### src/rtl/imm_decode_stage_if.sv
// Purpose : handshake bundle for imm_decode_stage. It carries the upstream
//           instruction/PC/tag entry and the downstream decoded entry.
// Modports: master - the producer/consumer side (drives in_*, out_ready)
//           slave  - the decode stage itself
// Signals : in_valid/in_ready/in_instr/in_pc/in_tag,
//           out_valid/out_ready/out_imm/out_fmt/out_illegal/out_pc/out_tag
interface imm_decode_stage_if #(
  parameter int unsigned XLEN  = 32,
  parameter int unsigned TAG_W = 5
) ();
  logic             in_valid;
  logic             in_ready;
  logic [31:0]      in_instr;
  logic [XLEN-1:0]  in_pc;
  logic [TAG_W-1:0] in_tag;
  logic             out_valid;
  logic             out_ready;
  logic [XLEN-1:0]  out_imm;
  logic [2:0]       out_fmt;
  logic             out_illegal;
  logic [XLEN-1:0]  out_pc;
  logic [TAG_W-1:0] out_tag;

  modport master (
    output in_valid, in_instr, in_pc, in_tag, out_ready,
    input  in_ready, out_valid, out_imm, out_fmt, out_illegal, out_pc, out_tag
  );

  modport slave (
    input  in_valid, in_instr, in_pc, in_tag, out_ready,
    output in_ready, out_valid, out_imm, out_fmt, out_illegal, out_pc, out_tag
  );
endinterface

### src/rtl/imm_decode_stage.sv
// Purpose : registered RV32I immediate-generation stage. The immediate format
//           is derived from the opcode, the result is sign-extended to XLEN,
//           and a main/skid register pair gives 1-cycle latency with full
//           throughput under back-pressure.
// Ports   : clk   - rising-edge clock
//           rst   - asynchronous active-high reset
//           flush - drops every buffered entry and the input of this cycle
//           bus   - imm_decode_stage_if.slave (input and output handshakes)
module imm_decode_stage #(
  parameter int unsigned XLEN  = 32,
  parameter int unsigned TAG_W = 5
) (
  input  logic               clk,
  input  logic               rst,
  input  logic               flush,
  imm_decode_stage_if.slave  bus
);

  localparam logic [2:0] FMT_NONE  = 3'd0;
  localparam logic [2:0] FMT_I     = 3'd1;
  localparam logic [2:0] FMT_S     = 3'd2;
  localparam logic [2:0] FMT_B     = 3'd3;
  localparam logic [2:0] FMT_U     = 3'd4;
  localparam logic [2:0] FMT_J     = 3'd5;
  localparam logic [2:0] FMT_SHAMT = 3'd6;

  typedef struct packed {
    logic [XLEN-1:0]  imm;
    logic [2:0]       fmt;
    logic             illegal;
    logic [XLEN-1:0]  pc;
    logic [TAG_W-1:0] tag;
  } entry_t;

  entry_t      dec;
  entry_t      m_q, m_d, k_q, k_d;
  logic        m_valid_q, m_valid_d, k_valid_q, k_valid_d;
  logic [31:0] imm32;
  logic        accept;
  logic        m_free;

  // Opcode-driven immediate decode of the incoming instruction
  always_comb begin
    logic [31:0] ins;
    ins         = bus.in_instr;
    imm32       = 32'd0;
    dec.fmt     = FMT_NONE;
    dec.illegal = 1'b0;
    dec.pc      = bus.in_pc;
    dec.tag     = bus.in_tag;
    case (ins[6:0])
      7'b0000011, 7'b1100111, 7'b1110011: begin
        dec.fmt = FMT_I;
        imm32   = {{20{ins[31]}}, ins[31:20]};
      end
      7'b0010011: begin
        if (ins[14:12] == 3'b001 || ins[14:12] == 3'b101) begin
          dec.fmt = FMT_SHAMT;
          imm32   = {27'd0, ins[24:20]};
        end else begin
          dec.fmt = FMT_I;
          imm32   = {{20{ins[31]}}, ins[31:20]};
        end
      end
      7'b0100011: begin
        dec.fmt = FMT_S;
        imm32   = {{20{ins[31]}}, ins[31:25], ins[11:7]};
      end
      7'b1100011: begin
        dec.fmt = FMT_B;
        imm32   = {{20{ins[31]}}, ins[7], ins[30:25], ins[11:8], 1'b0};
      end
      7'b0110111, 7'b0010111: begin
        dec.fmt = FMT_U;
        imm32   = {ins[31:12], 12'd0};
      end
      7'b1101111: begin
        dec.fmt = FMT_J;
        imm32   = {{12{ins[31]}}, ins[19:12], ins[20], ins[30:21], 1'b0};
      end
      7'b0110011, 7'b0001111: begin
        dec.fmt = FMT_NONE;
      end
      default: begin
        dec.illegal = 1'b1;
      end
    endcase
    // Shamt is non-negative, so sign extension is also a zero extension there
    dec.imm = XLEN'($signed(imm32));
  end

  // Skid empty is the only condition for taking an entry
  assign accept = bus.in_valid && !k_valid_q && !flush;
  assign m_free = !m_valid_q || bus.out_ready;

  // Main/skid next state; data fields only change when loaded
  always_comb begin
    m_d       = m_q;
    k_d       = k_q;
    m_valid_d = m_valid_q;
    k_valid_d = k_valid_q;
    if (flush) begin
      m_valid_d = 1'b0;
      k_valid_d = 1'b0;
    end else if (m_free) begin
      if (k_valid_q) begin
        // Skid full implies no accept this cycle, so K simply drains into M
        m_d       = k_q;
        m_valid_d = 1'b1;
        k_valid_d = 1'b0;
      end else if (accept) begin
        m_d       = dec;
        m_valid_d = 1'b1;
      end else begin
        m_valid_d = 1'b0;
      end
    end else if (accept) begin
      k_d       = dec;
      k_valid_d = 1'b1;
    end
  end

  // State registers
  always_ff @(posedge clk or posedge rst) begin
    if (rst) begin
      m_q       <= '0;
      k_q       <= '0;
      m_valid_q <= 1'b0;
      k_valid_q <= 1'b0;
    end else begin
      m_q       <= m_d;
      k_q       <= k_d;
      m_valid_q <= m_valid_d;
      k_valid_q <= k_valid_d;
    end
  end

  assign bus.in_ready    = !k_valid_q;
  assign bus.out_valid   = m_valid_q;
  assign bus.out_imm     = m_q.imm;
  assign bus.out_fmt     = m_q.fmt;
  assign bus.out_illegal = m_q.illegal;
  assign bus.out_pc      = m_q.pc;
  assign bus.out_tag     = m_q.tag;

endmodule
### src/flat_wrapper.sv
// flat-port wrapper written by rule: the top's interface ports become plain ports
module imm_decode_stage_flat 
#(
  parameter int unsigned XLEN  = 32,
  parameter int unsigned TAG_W = 5
)
  (clk, rst, flush, bus_in_valid, bus_in_instr, bus_in_pc, bus_in_tag, bus_out_ready, bus_in_ready, bus_out_valid, bus_out_imm, bus_out_fmt, bus_out_illegal, bus_out_pc, bus_out_tag);
  imm_decode_stage_if #(.XLEN(XLEN), .TAG_W(TAG_W)) bus_i ();
  input  logic clk;
  input  logic rst;
  input  logic flush;
  input wire logic [$bits(bus_i.in_valid)-1:0] bus_in_valid;
  input wire logic [$bits(bus_i.in_instr)-1:0] bus_in_instr;
  input wire logic [$bits(bus_i.in_pc)-1:0] bus_in_pc;
  input wire logic [$bits(bus_i.in_tag)-1:0] bus_in_tag;
  input wire logic [$bits(bus_i.out_ready)-1:0] bus_out_ready;
  output wire logic [$bits(bus_i.in_ready)-1:0] bus_in_ready;
  output wire logic [$bits(bus_i.out_valid)-1:0] bus_out_valid;
  output wire logic [$bits(bus_i.out_imm)-1:0] bus_out_imm;
  output wire logic [$bits(bus_i.out_fmt)-1:0] bus_out_fmt;
  output wire logic [$bits(bus_i.out_illegal)-1:0] bus_out_illegal;
  output wire logic [$bits(bus_i.out_pc)-1:0] bus_out_pc;
  output wire logic [$bits(bus_i.out_tag)-1:0] bus_out_tag;
  assign bus_i.in_valid = bus_in_valid;
  assign bus_i.in_instr = bus_in_instr;
  assign bus_i.in_pc = bus_in_pc;
  assign bus_i.in_tag = bus_in_tag;
  assign bus_i.out_ready = bus_out_ready;
  assign bus_in_ready = bus_i.in_ready;
  assign bus_out_valid = bus_i.out_valid;
  assign bus_out_imm = bus_i.out_imm;
  assign bus_out_fmt = bus_i.out_fmt;
  assign bus_out_illegal = bus_i.out_illegal;
  assign bus_out_pc = bus_i.out_pc;
  assign bus_out_tag = bus_i.out_tag;
  imm_decode_stage #(.XLEN(XLEN), .TAG_W(TAG_W)) u_core (.clk(clk), .rst(rst), .flush(flush), .bus(bus_i));
endmodule
### config.mk
export PLATFORM = sky130hd
export DESIGN_NAME = imm_decode_stage_flat
export DESIGN_NICKNAME = d
export VERILOG_FILES = /design/src/rtl/imm_decode_stage_if.sv /design/src/rtl/imm_decode_stage.sv /design/src/flat_wrapper.sv
export SDC_FILE = /design/constraint.sdc
export NUM_CORES = 1
export LEC_CHECK = 0
export CAP_MARGIN = 20
export CORE_MARGIN = 1
export CORE_UTILIZATION = 34
export CTS_CLUSTER_DIAMETER = 200
export DETAILED_ROUTE_END_ITERATION = 8
export HOLD_SLACK_MARGIN = 0.15
export PLACE_DENSITY = 0.63
export SYNTH_ARGS = -nofsm -noshare
export SYNTH_HDL_FRONTEND = slang
export SYNTH_SLANG_ARGS = --single-unit
### constraint.sdc
create_clock -name clk -period 4.44 [get_ports clk]
set_input_delay 0.666 -clock clk [delete_from_list [all_inputs] [get_ports clk]]
set_output_delay 0.666 -clock clk [all_outputs]
set_load 0.02 [all_outputs]
Word-level counts from Yosys, hierarchy flattened

Cells that the tools add are included.

Flip-flop bits (word level): 148
Input port bits: 74

Equality and inequality tests: 13
Multiplexer cells: 14
Bitwise gates (word level): 2
Reduce and logical (&&, ||, !) cells: 15

Operator list:

| cell               | number |
|---|---|
| $pmux 32 s6        | 1 |
| $mux 73            | 2 |
| $mux 32            | 1 |
| $eq 7x7->1 const B | 4 |
| $eq 7x6->1 const B | 3 |
| $pmux 3 s6         | 1 |
| $eq 7x5->1 const B | 2 |
| $reduce_or 11->1   | 1 |
| $mux 1             | 8 |
| $eq 7x2->1 const B | 1 |
| $eq 7x4->1 const B | 1 |
| $reduce_and 3->1   | 2 |
| $reduce_bool 2->1  | 2 |
| $eq 3x1->1 const B | 1 |
| $eq 3x3->1 const B | 1 |
| $logic_not 1->1    | 3 |
| $mux 3             | 1 |
| $reduce_bool 3->1  | 1 |
| $reduce_or 3->1    | 1 |
| $logic_and 1x1->1  | 2 |
| $logic_or 1x1->1   | 2 |
| $not 1->1          | 2 |
| $reduce_or 2->1    | 1 |

Longest topological paths before layout

Gate-level depths: netlist of run 1.

Word-level depth: 7
Mapped depth: 7
Gate-level depth less buffers: 5

Worst setup path after synthesis of run 1

Ideal clock, no wire load.

Path kind: in2reg
From: input port bus_in_instr[6]
To: register u_core.k_q[61] (netlist name)
Library setup time: 65 ps
Arrival: 1,949 ps
Required time: 4,375 ps
Setup slack: 2,427 ps
Stages on the path: 6
Buffers on the path: 1
Cells stage by stage: or3_1 > a2111o_1 > nand4_4 > o211a_4 > buf_6 > a211o_1

Word-level cells in the longest chain between the ends: 3

RTL lines:

| item                                               | line                    | RTL |
|---|---|---|
| start, declared                                    | flat_wrapper.sv:13      | `input wire logic [$bits(bus_i.in_instr)-1:0] bus_in_instr;` |
| $eq 7x2->1 (tied with other cells)                 | imm_decode_stage.sv:51  | `case (ins[6:0])` |
| $reduce_or 3->1 or $reduce_or 2->1 (tied branches) | imm_decode_stage.sv:51  |  |
| $pmux 32 s6 (*)                                    | imm_decode_stage.sv:51  |  |
| end signal, assigned                               | imm_decode_stage.sv:132 | `k_q <= k_d;` |
| end, declared                                      | imm_decode_stage.sv:36  | `entry_t m_q, m_d, k_q, k_d;` |

Every way passes the cells marked *; elsewhere a longest branch is shown, timed or not.
A chain may end at the register's enable or synchronous reset.

Final worst setup path of run 1

From: register u_core.k_valid_q
To: output port bus_in_ready

Word-level cells in the longest chain between the ends: 1

RTL lines:

| item                   | line                    | RTL |
|---|---|---|
| start, declared        | imm_decode_stage.sv:37  | `logic m_valid_q, m_valid_d, k_valid_q, k_valid_d;` |
| start signal, assigned | imm_decode_stage.sv:134 | `k_valid_q <= k_valid_d;` |
| $logic_not 1->1        | imm_decode_stage.sv:138 | `assign bus.in_ready = !k_valid_q;` |
| end, declared          | flat_wrapper.sv:17      | `output wire logic [$bits(bus_i.in_ready)-1:0] bus_in_ready;` |

Every way passes these cells.

==> results of run 1 <==
==> worst max-delay path by stage <==
stage                            end  slack (ns)  depth (start not counted)
3_3_place_gp            bus_in_ready        1.38                          2
5_1_grt                 bus_in_ready        0.79                          2
3_5_place_dp            bus_in_ready        1.39                          2
6_report                bus_in_ready        0.94                          2
4_1_cts                 bus_in_ready        0.93                          2
2_1_floorplan  u_core.bus.out_fmt[0]        1.91                          1
==> Yosys cell counts (2+ instances only) <==
library cell / count / area [um^2]
buf_6: 2 / 22.5
a31o_1: 6 / 52.6
nor3b_1: 4 / 30.0
or3_1: 12 / 75.1
nor4_1: 2 / 12.5
mux2i_1: 38 / 380
nand3_1: 7 / 35.0
a211o_1: 11 / 96.3
o211ai_1: 2 / 15.0
o22ai_1: 5 / 31.3
and2_1: 2 / 12.5
o21ai_0: 70 / 350
dfrtp_1: 148 / 3700
buf_4: 2 / 15.0
o21ai_1: 13 / 65.1
a22oi_1: 8 / 60.1
a21oi_1: 27 / 135
a22o_1: 6 / 52.6
a221oi_1: 8 / 70.1
nor2_1: 47 / 176
nand2_1: 198 / 743
clkbuf_1: 27 / 101
a2111o_1: 2 / 22.5
and3_1: 10 / 62.6
nor3_1: 5 / 25.0
nor2b_1: 5 / 31.3
a31oi_1: 13 / 81.3
nand2b_1: 3 / 18.8
buf_2: 19 / 95.1
inv_1: 5 / 18.8
==> layout make-up <==
cell class	instances	area, um^2	share of cell area (%)
timing repair buffer	157	1560	17.4
clock buffer	20	457	5.08
tap	265	332	3.69
inverter	6	26.3	0.292
antenna	1	2.50	0.0278
multi-input combinational	520	2820	31.4
clock inverter	10	85.1	0.946
sequential	148	3710	41.2
==> report_power, final <==
group / internal, mW / switching (mW) / leakage, nW
Sequential: 1.55 / 0.113 / 1.90
Combinational: 0.334 / 0.370 / 1.80
Clock: 0.788 / 0.543 / 0.259
Total: 2.67 / 1.03 / 3.96
==> state kept, by name, indices dropped and copies added, names as in the netlist <==
signal / cells
u_core.k_valid_q: 1
u_core.bus.out_illegal: 1
u_core.bus.out_valid: 1
u_core.bus.out_fmt: 3
u_core.bus.out_tag: 5
u_core.bus.out_imm: 32
u_core.k_q: 73
u_core.bus.out_pc: 32
==> critical path, stage by stage (launching register included) <==
cell and delay, ns:
dfrtp_4 1.14, inv_1 0.56, clkdlybuf4s50_1 0.70
==> per-layer routing <==
metal  up-vias  global-route usage [%]  part of all wire (%)
met2       147                    27.7                    46
met1      2669                    24.0                    47
met5         -                       0                     0
li1       2751                       -                     -
met4         0                    7.98                   2.8
met3        33                    3.19                   4.2
==> through the flow <==
step | hold slack [ns] | util, % | area [um^2] | setup WS (ns) | total power, mW
after floorplan | 0.440 | - | 6760 | 1.91 | 2.03
after global placement | 0.453 | 43.4 | 8440 | 1.38 | 2.38
after detailed placement | 0.459 | 43.4 | 8440 | 1.39 | 2.39
after CTS | 0.472 | 46.2 | 8980 | 0.927 | 3.74
after global routing | 0.487 | 46.2 | 8990 | 0.794 | 3.89
final | 0.472 | 46.2 | 8990 | 0.938 | 3.69
==> kinds of logic (layout without fill, tap and decap cells) <==
family	after synthesis	count (layout)	synth area share, %
AND/OR/NAND/NOR	304	304	19.4
AO/OA/AOI/OAI	177	177	16.2
flip-flops	148	148	54.8
buffers and inverters	57	193	3.85
multiplexers	38	38	5.63
XOR/XNOR	1	1	0.130
other	0	1	0
==> placed cells by master, fill, tap and decap left out, drive strengths merged, types with 2 or more instances in the layout <==
master           n
a221oi           8
nor4             2
nor2b            5
clkbuf          20
and2             3
clkinv           5
inv              5
clkinvlp         5
a21oi           27
nor2            47
a211o           11
or3             12
nor3             5
nand2          198
and3            10
nand4            2
nand2b           3
a31o             6
mux2i           38
clkdlybuf4s50  148
dfrtp          148
nand3            7
or2              2
a31oi           13
o211ai           2
o22ai            5
buf              9
a2111o           2
nor3b            4
a22o             6
o21ai           84
a22oi            8
==> metrics.md, run 1 <==
| Metric | Value |
|---|---|
| Most used DFF post-synth | dfrtp_1 |
| CTS tree | done |
| R2R Path Start | u_core.k_valid_q |
| Post-cts resize count | 0 |
| Post-route ant nets | 0 |
| Final HPWL DP | 11,000 um |
| Clock-pin slew on the worst setup and hold paths | 0.06 ns |
| Setup Skew | roughly 0.0066 ns |
| P per Cell Area | between 400 and 500 mW/mm^2 |
| Mapped cell area | ~0.0068 mm^2 |
| Crit Path Class | reg2out |
| Sequential fraction of the synthesis area | ~55% |
| Final hold vios | 0 |
| Starting Density | 34.7% |
| WP data required | roughly 3.8 ns |
| Grt total ovfl | 0 |
| Worst reg2reg path depth | 5 |
| Latest clock arrival within the worst-skew pair | 0.42 ns |
| Vias per cell | 4.97 |
| Worst Path Max Fanout | 70 |
| 1st-iter DRT viols | 341 |
| Worst Hold End | u_core.k_q[60] |
| Pre-antenna DRT Iters | 4 |
| I/O Buffers | 148 |
| Fin cells | 1,127 |
| P_leak | 3.96 nW |
| Hold path start | u_core.k_q[60] |
| # IOs | 149 |
| Die width | 143 um |
| Sink Count | 148 |
| Die Ht | between 100 and 150 um |
| CP Launch Type | register |
| GRT Resource Usage Total | between 15 and 20% |
| Hold_buf cts | 0 |
| R2r setup slk | 1.62 ns |
| GP Congestion | 0.808 |
| Fin crit period | 3.50 ns |
| Outcome | finished clean |
| Nets | between 900 and 1,000 |
| Fillers | 1,845 |
| Slew HR | 28.7% |
| Maximum VDD drop | 0.227 mV |
| Via count | ~5,600 |
| DRC errors left | 0 |
| Mapped Nets | 799 |
| RR Endpoint | u_core.bus.out_imm[19] |
| Wire per inst | 15.4 um |
| Max cap viols | 0 |
| CORE AREA | 0.0195 mm^2 |
| Root Driver | clkbuf_16 |
| RSZ-0062 raised after global routing | false |
| First-pass GRT wire length | 28,000 um |
| Fmax | between 200 and 300 MHz |
| Largest net degree at the start of global routing | ~150 |
| Vias in the first global route | 5,425 |
| DIE AREA | 0.0205 mm^2 |
| Warnings from Yosys | 0 |
| Library cells used by synthesis | 48 |
| Inserted Clock Buffers | 17 |
| Synthesized instance count | about 730 |
| Placed Instances | 1,095 |
| Crit share post-route | between 70% and 80% |
| Setup crit end kind | output pin |
| Post-Syn Area per Cell | 9.32 um^2 |
| Min-Delay Path Class | reg2reg |
| Number of enable flip-flop cells after synthesis | 0 |
| Max H-tree Level | 4 |
| Share of layout cells above drive strength 1 | 6.04% |
| Worst-margin pin slew | 1.07 ns |
| Pins over their slew limit | 0 |
| Post-CTS Setup Inserts | 0 |
| FFs w/ async S/R, synth | 100% |
| Critical Path Source | u_core.k_valid_q |
| Hold Path Stages | 2 |
| CP Data Arrival Time | 2.84 ns |
| Final WL | 17,400 um |
| CTS Buffer Depth | 2 |
| Initial antenna violation count | 1 |
| Setup violators final | 0 |
| Post-synthesis register bit count | roughly 150 |
| Site Rows | between 50 and 60 |
| Final setup TNS | 0 ns |
| Layout area overhead | 33.1% |
No activity file was read; power rests on OpenSTA's default activity.
==> run 2, diff against run 1 <==
==> constraint.sdc (replaced) <==
create_clock -name clk -period 3 [get_ports clk]
set_input_delay 0.45 -clock clk [delete_from_list [all_inputs] [get_ports clk]]
set_output_delay 0.45 -clock clk [all_outputs]
set_load 0.02 [all_outputs]
==> run 2 against run 1 <==
Worst setup slack got worse by 0.11 ns. Sequential power rose by 47%. Clock skew is 0.0012 ns higher. Clock-buffer cell count fell by 1. First-iteration DRC count is 10% lower. Combinational power up 51%. Critical path depth is 4 higher. Sequential share of layout area shrank 0.93 points. Non-clock buffer count is 10 higher. Power is 59% higher. Final area grew 2.3%. Critical path type is now in2reg. Critical endpoint is now u_core.bus.out_imm[27].
==> metrics.md, run 2 (same netlist as run 1, synthesis figures left out) <==
| Metric | Value |
|---|---|
| Layout area overhead | 36.1% (was 33.1%) |
| CP Data Arrival Time | 2.43 ns (was 2.84 ns) |
| Largest net degree at the start of global routing | 100 (was 149) |
| Worst Path Max Fanout | 11 (was 70) |
| Hold_buf cts | 0 (unchanged) |
| Clock-pin slew on the worst setup and hold paths | 0.06 ns (about the same) |
| Max cap viols | 0 (unchanged) |
| Vias in the first global route | 5,473 (was 5,425) |
| 1st-iter DRT viols | 306 (was 341) |
| Hold slack | 0.263 ns (was 0.472 ns) |
| Latest clock arrival within the worst-skew pair | 0.41 ns (was 0.42 ns) |
| GP Congestion | 0.827 (was 0.808) |
| Pre-antenna DRT Iters | 5 (was 4) |
| # IOs | 149 (unchanged) |
| Worst-margin pin slew | 0.943 ns (was 1.07 ns) |
| P per Cell Area | 638 mW/mm^2 (was 411 mW/mm^2) |
| Min-Delay Path Class | in2async (was reg2reg) |
| Final HPWL DP | 11,700 um (was 11,000 um) |
| Fin crit period | approximately 2.2 ns |
| Commonest non-fill, non-tap cell in the layout | nand2_1 (unchanged) |
| Die width | 143 um (unchanged) |
| Maximum VDD drop | 0.376 mV (was 0.227 mV) |
| Final WS setup | 0.830 ns (was 0.938 ns) |
| Worst reg2reg path depth | 4 (was 5) |
| Initial antenna violation count | 1 (unchanged) |
| RSZ-0062 raised after global routing | false (unchanged) |
| DRC errors left | 0 (unchanged) |
| Post-CTS Setup Inserts | 0 (unchanged) |
| CP Launch Type | input port (was register) |
| CTS tree | done (unchanged) |
| Sink Count | 148 (unchanged) |
| Vias per cell | 4.89 (was 4.97) |
| P_leak | 4.07 nW (was 3.96 nW) |
| Final WL | 17,800 um (was 17,400 um) |
| WP data required | 3.26 ns (was 3.77 ns) |
| Post-cts resize count | 0 (unchanged) |
| Pins over their slew limit | 0 (unchanged) |
| Wire per inst | 15.6 um (was 15.4 um) |
| Nets | 934 (was 924) |
| CTS Buffer Depth | 2 (unchanged) |
| Via count | 5,579 (was 5,600) |
| Share of layout cells above drive strength 1 | 7.45% (was 6.04%) |
| DIE AREA | 0.0205 mm^2 (unchanged) |
| DP Area | 0.00854 mm^2 (was 0.00844 mm^2) |
| Crit share post-route | a little over 70% |
| Setup violators final | 0 (unchanged) |
| Die Ht | 143 um (unchanged) |
| Fmax | between 400 and 500 MHz |
| Inserted Clock Buffers | 17 (unchanged) |
| Critical Path Source | bus_in_instr[2] (was u_core.k_valid_q) |
| Site Rows | 51 (unchanged) |
| Post-route ant nets | 0 (unchanged) |
| First-pass GRT wire length | 28,900 um (was 28,000 um) |
| Setup crit end | u_core.bus.out_imm[27] (was bus_in_ready) |
| Place WS | 0.403 ns (was 1.39 ns) |
| CORE AREA | 0.0195 mm^2 (unchanged) |
| Largest reg by FF count | u_core.k_q (unchanged) |
| Slew HR | 37.1% (was 28.7%) |
| Commonest cells after routing, fill and taps aside | 197 x nand2_1, 148 x clkdlybuf4s50_1, 147 x dfrtp_1, 70 x o21ai_0, 47 x nor2_1 (unchanged) |
| Starting Density | 34.7% (unchanged) |
| Post-Route Utilization | 47.3% (was 46.2%) |
| Max reg flops | 73 (unchanged) |
| Final hold vios | 0 (unchanged) |
| Max H-tree Level | 4 (unchanged) |
| R2R Path Start | u_core.k_valid_q (unchanged) |
| GRT Resource Usage Total | 18.3% (was 17.7%) |
| Final Cell Area | 0.00920 mm^2 (was 0.00899 mm^2) |
| R2r setup slk | 0.97 ns (was 1.62 ns) |
| Setup crit end kind | register (was output pin) |
| RR Endpoint | u_core.bus.out_pc[18] (was u_core.bus.out_imm[19]) |
| Fillers | 1,868 (was 1,845) |
| Root Driver | clkbuf_16 (unchanged) |
| Final setup TNS | 0 ns (unchanged) |
| I/O Buffers | 148 (unchanged) |
| Grt total ovfl | 0 (unchanged) |
| Crit Path Class | in2reg (was reg2out) |
| Outcome | finished clean (unchanged) |
| Setup Skew | 0.00772 ns (was 0.00656 ns) |
-- run 2: cell count changes in the layout (fill, tap and decap cells not counted) --
cell | before | now
bufinv_16 | 1 | 5
diode_2 | 1 | 3
clkinv_4 | 0 | 2
buf_4 | 8 | 17
clkinv_2 | 5 | 4
buf_12 | 1 | 2
clkbuf_1 | 1 | 0
inv_6 | 0 | 1
clkinvlp_4 | 5 | 2
-- run 2: through the flow --
step	total power [mW]	cells
6_report	5.88	1141
5_1_grt	6.16	1139
4_1_cts	5.95	1138
3_5_place_dp	3.56	1106
3_3_place_gp	3.53	1106
2_1_floorplan	3.01	725
-- run 2: critical path, stage by stage --
cell and delay [ns]:
clkdlybuf4s50_1 0.62, and4bb_1 0.32, nand2_1 0.20, nand4_4 0.18
o21ai_2 0.50, a31oi_1 0.16
-- run 2: layout make-up --
| type | count | area (um^2) | area share (%) |
|---|---|---|---|
| antenna | 3 | 7.51 | 0.0816 |
| clock buffer | 19 | 453 | 4.92 |
| clock inverter | 13 | 204 | 2.22 |
| inverter | 6 | 26.3 | 0.286 |
| multi-input combinational | 520 | 2820 | 30.7 |
| sequential | 148 | 3710 | 40.3 |
| tap | 265 | 332 | 3.60 |
| timing repair buffer | 167 | 1650 | 17.9 |
-- run 2: how the worst min path moves through the flow --
stage,start,end,slack (ns),cells past startpoint
5_1_grt,rst,u_core.bus.out_imm[16],0.26,2
2_1_floorplan,u_core.k_q[41],u_core.k_q[41],0.44,2
3_5_place_dp,u_core.k_q[41],u_core.k_q[41],0.46,2
6_report,rst,u_core.bus.out_imm[16],0.26,2
4_1_cts,rst,u_core.bus.out_imm[16],0.24,2
3_3_place_gp,u_core.k_q[40],u_core.k_q[40],0.45,2
-- run 2: routing by layer --
layer | wire (um) | vias to the layer above | track usage, %
met1 | 8270 | 2693 | 24.3
met3 | 545 | 14 | 3.15
li1 | - | 2766 | -
met2 | 8730 | 106 | 29.4
met5 | 0 | - | 0
met4 | 250 | 0 | 7.47
-- run 2: report_power, final --
part / internal (mW) / switching (mW) / leakage, nW / total, mW
combinational: 0.502 / 0.562 / 1.85 / 1.06
sequential: 2.29 / 0.156 / 1.90 / 2.44
clock: 1.52 / 0.849 / 0.323 / 2.37
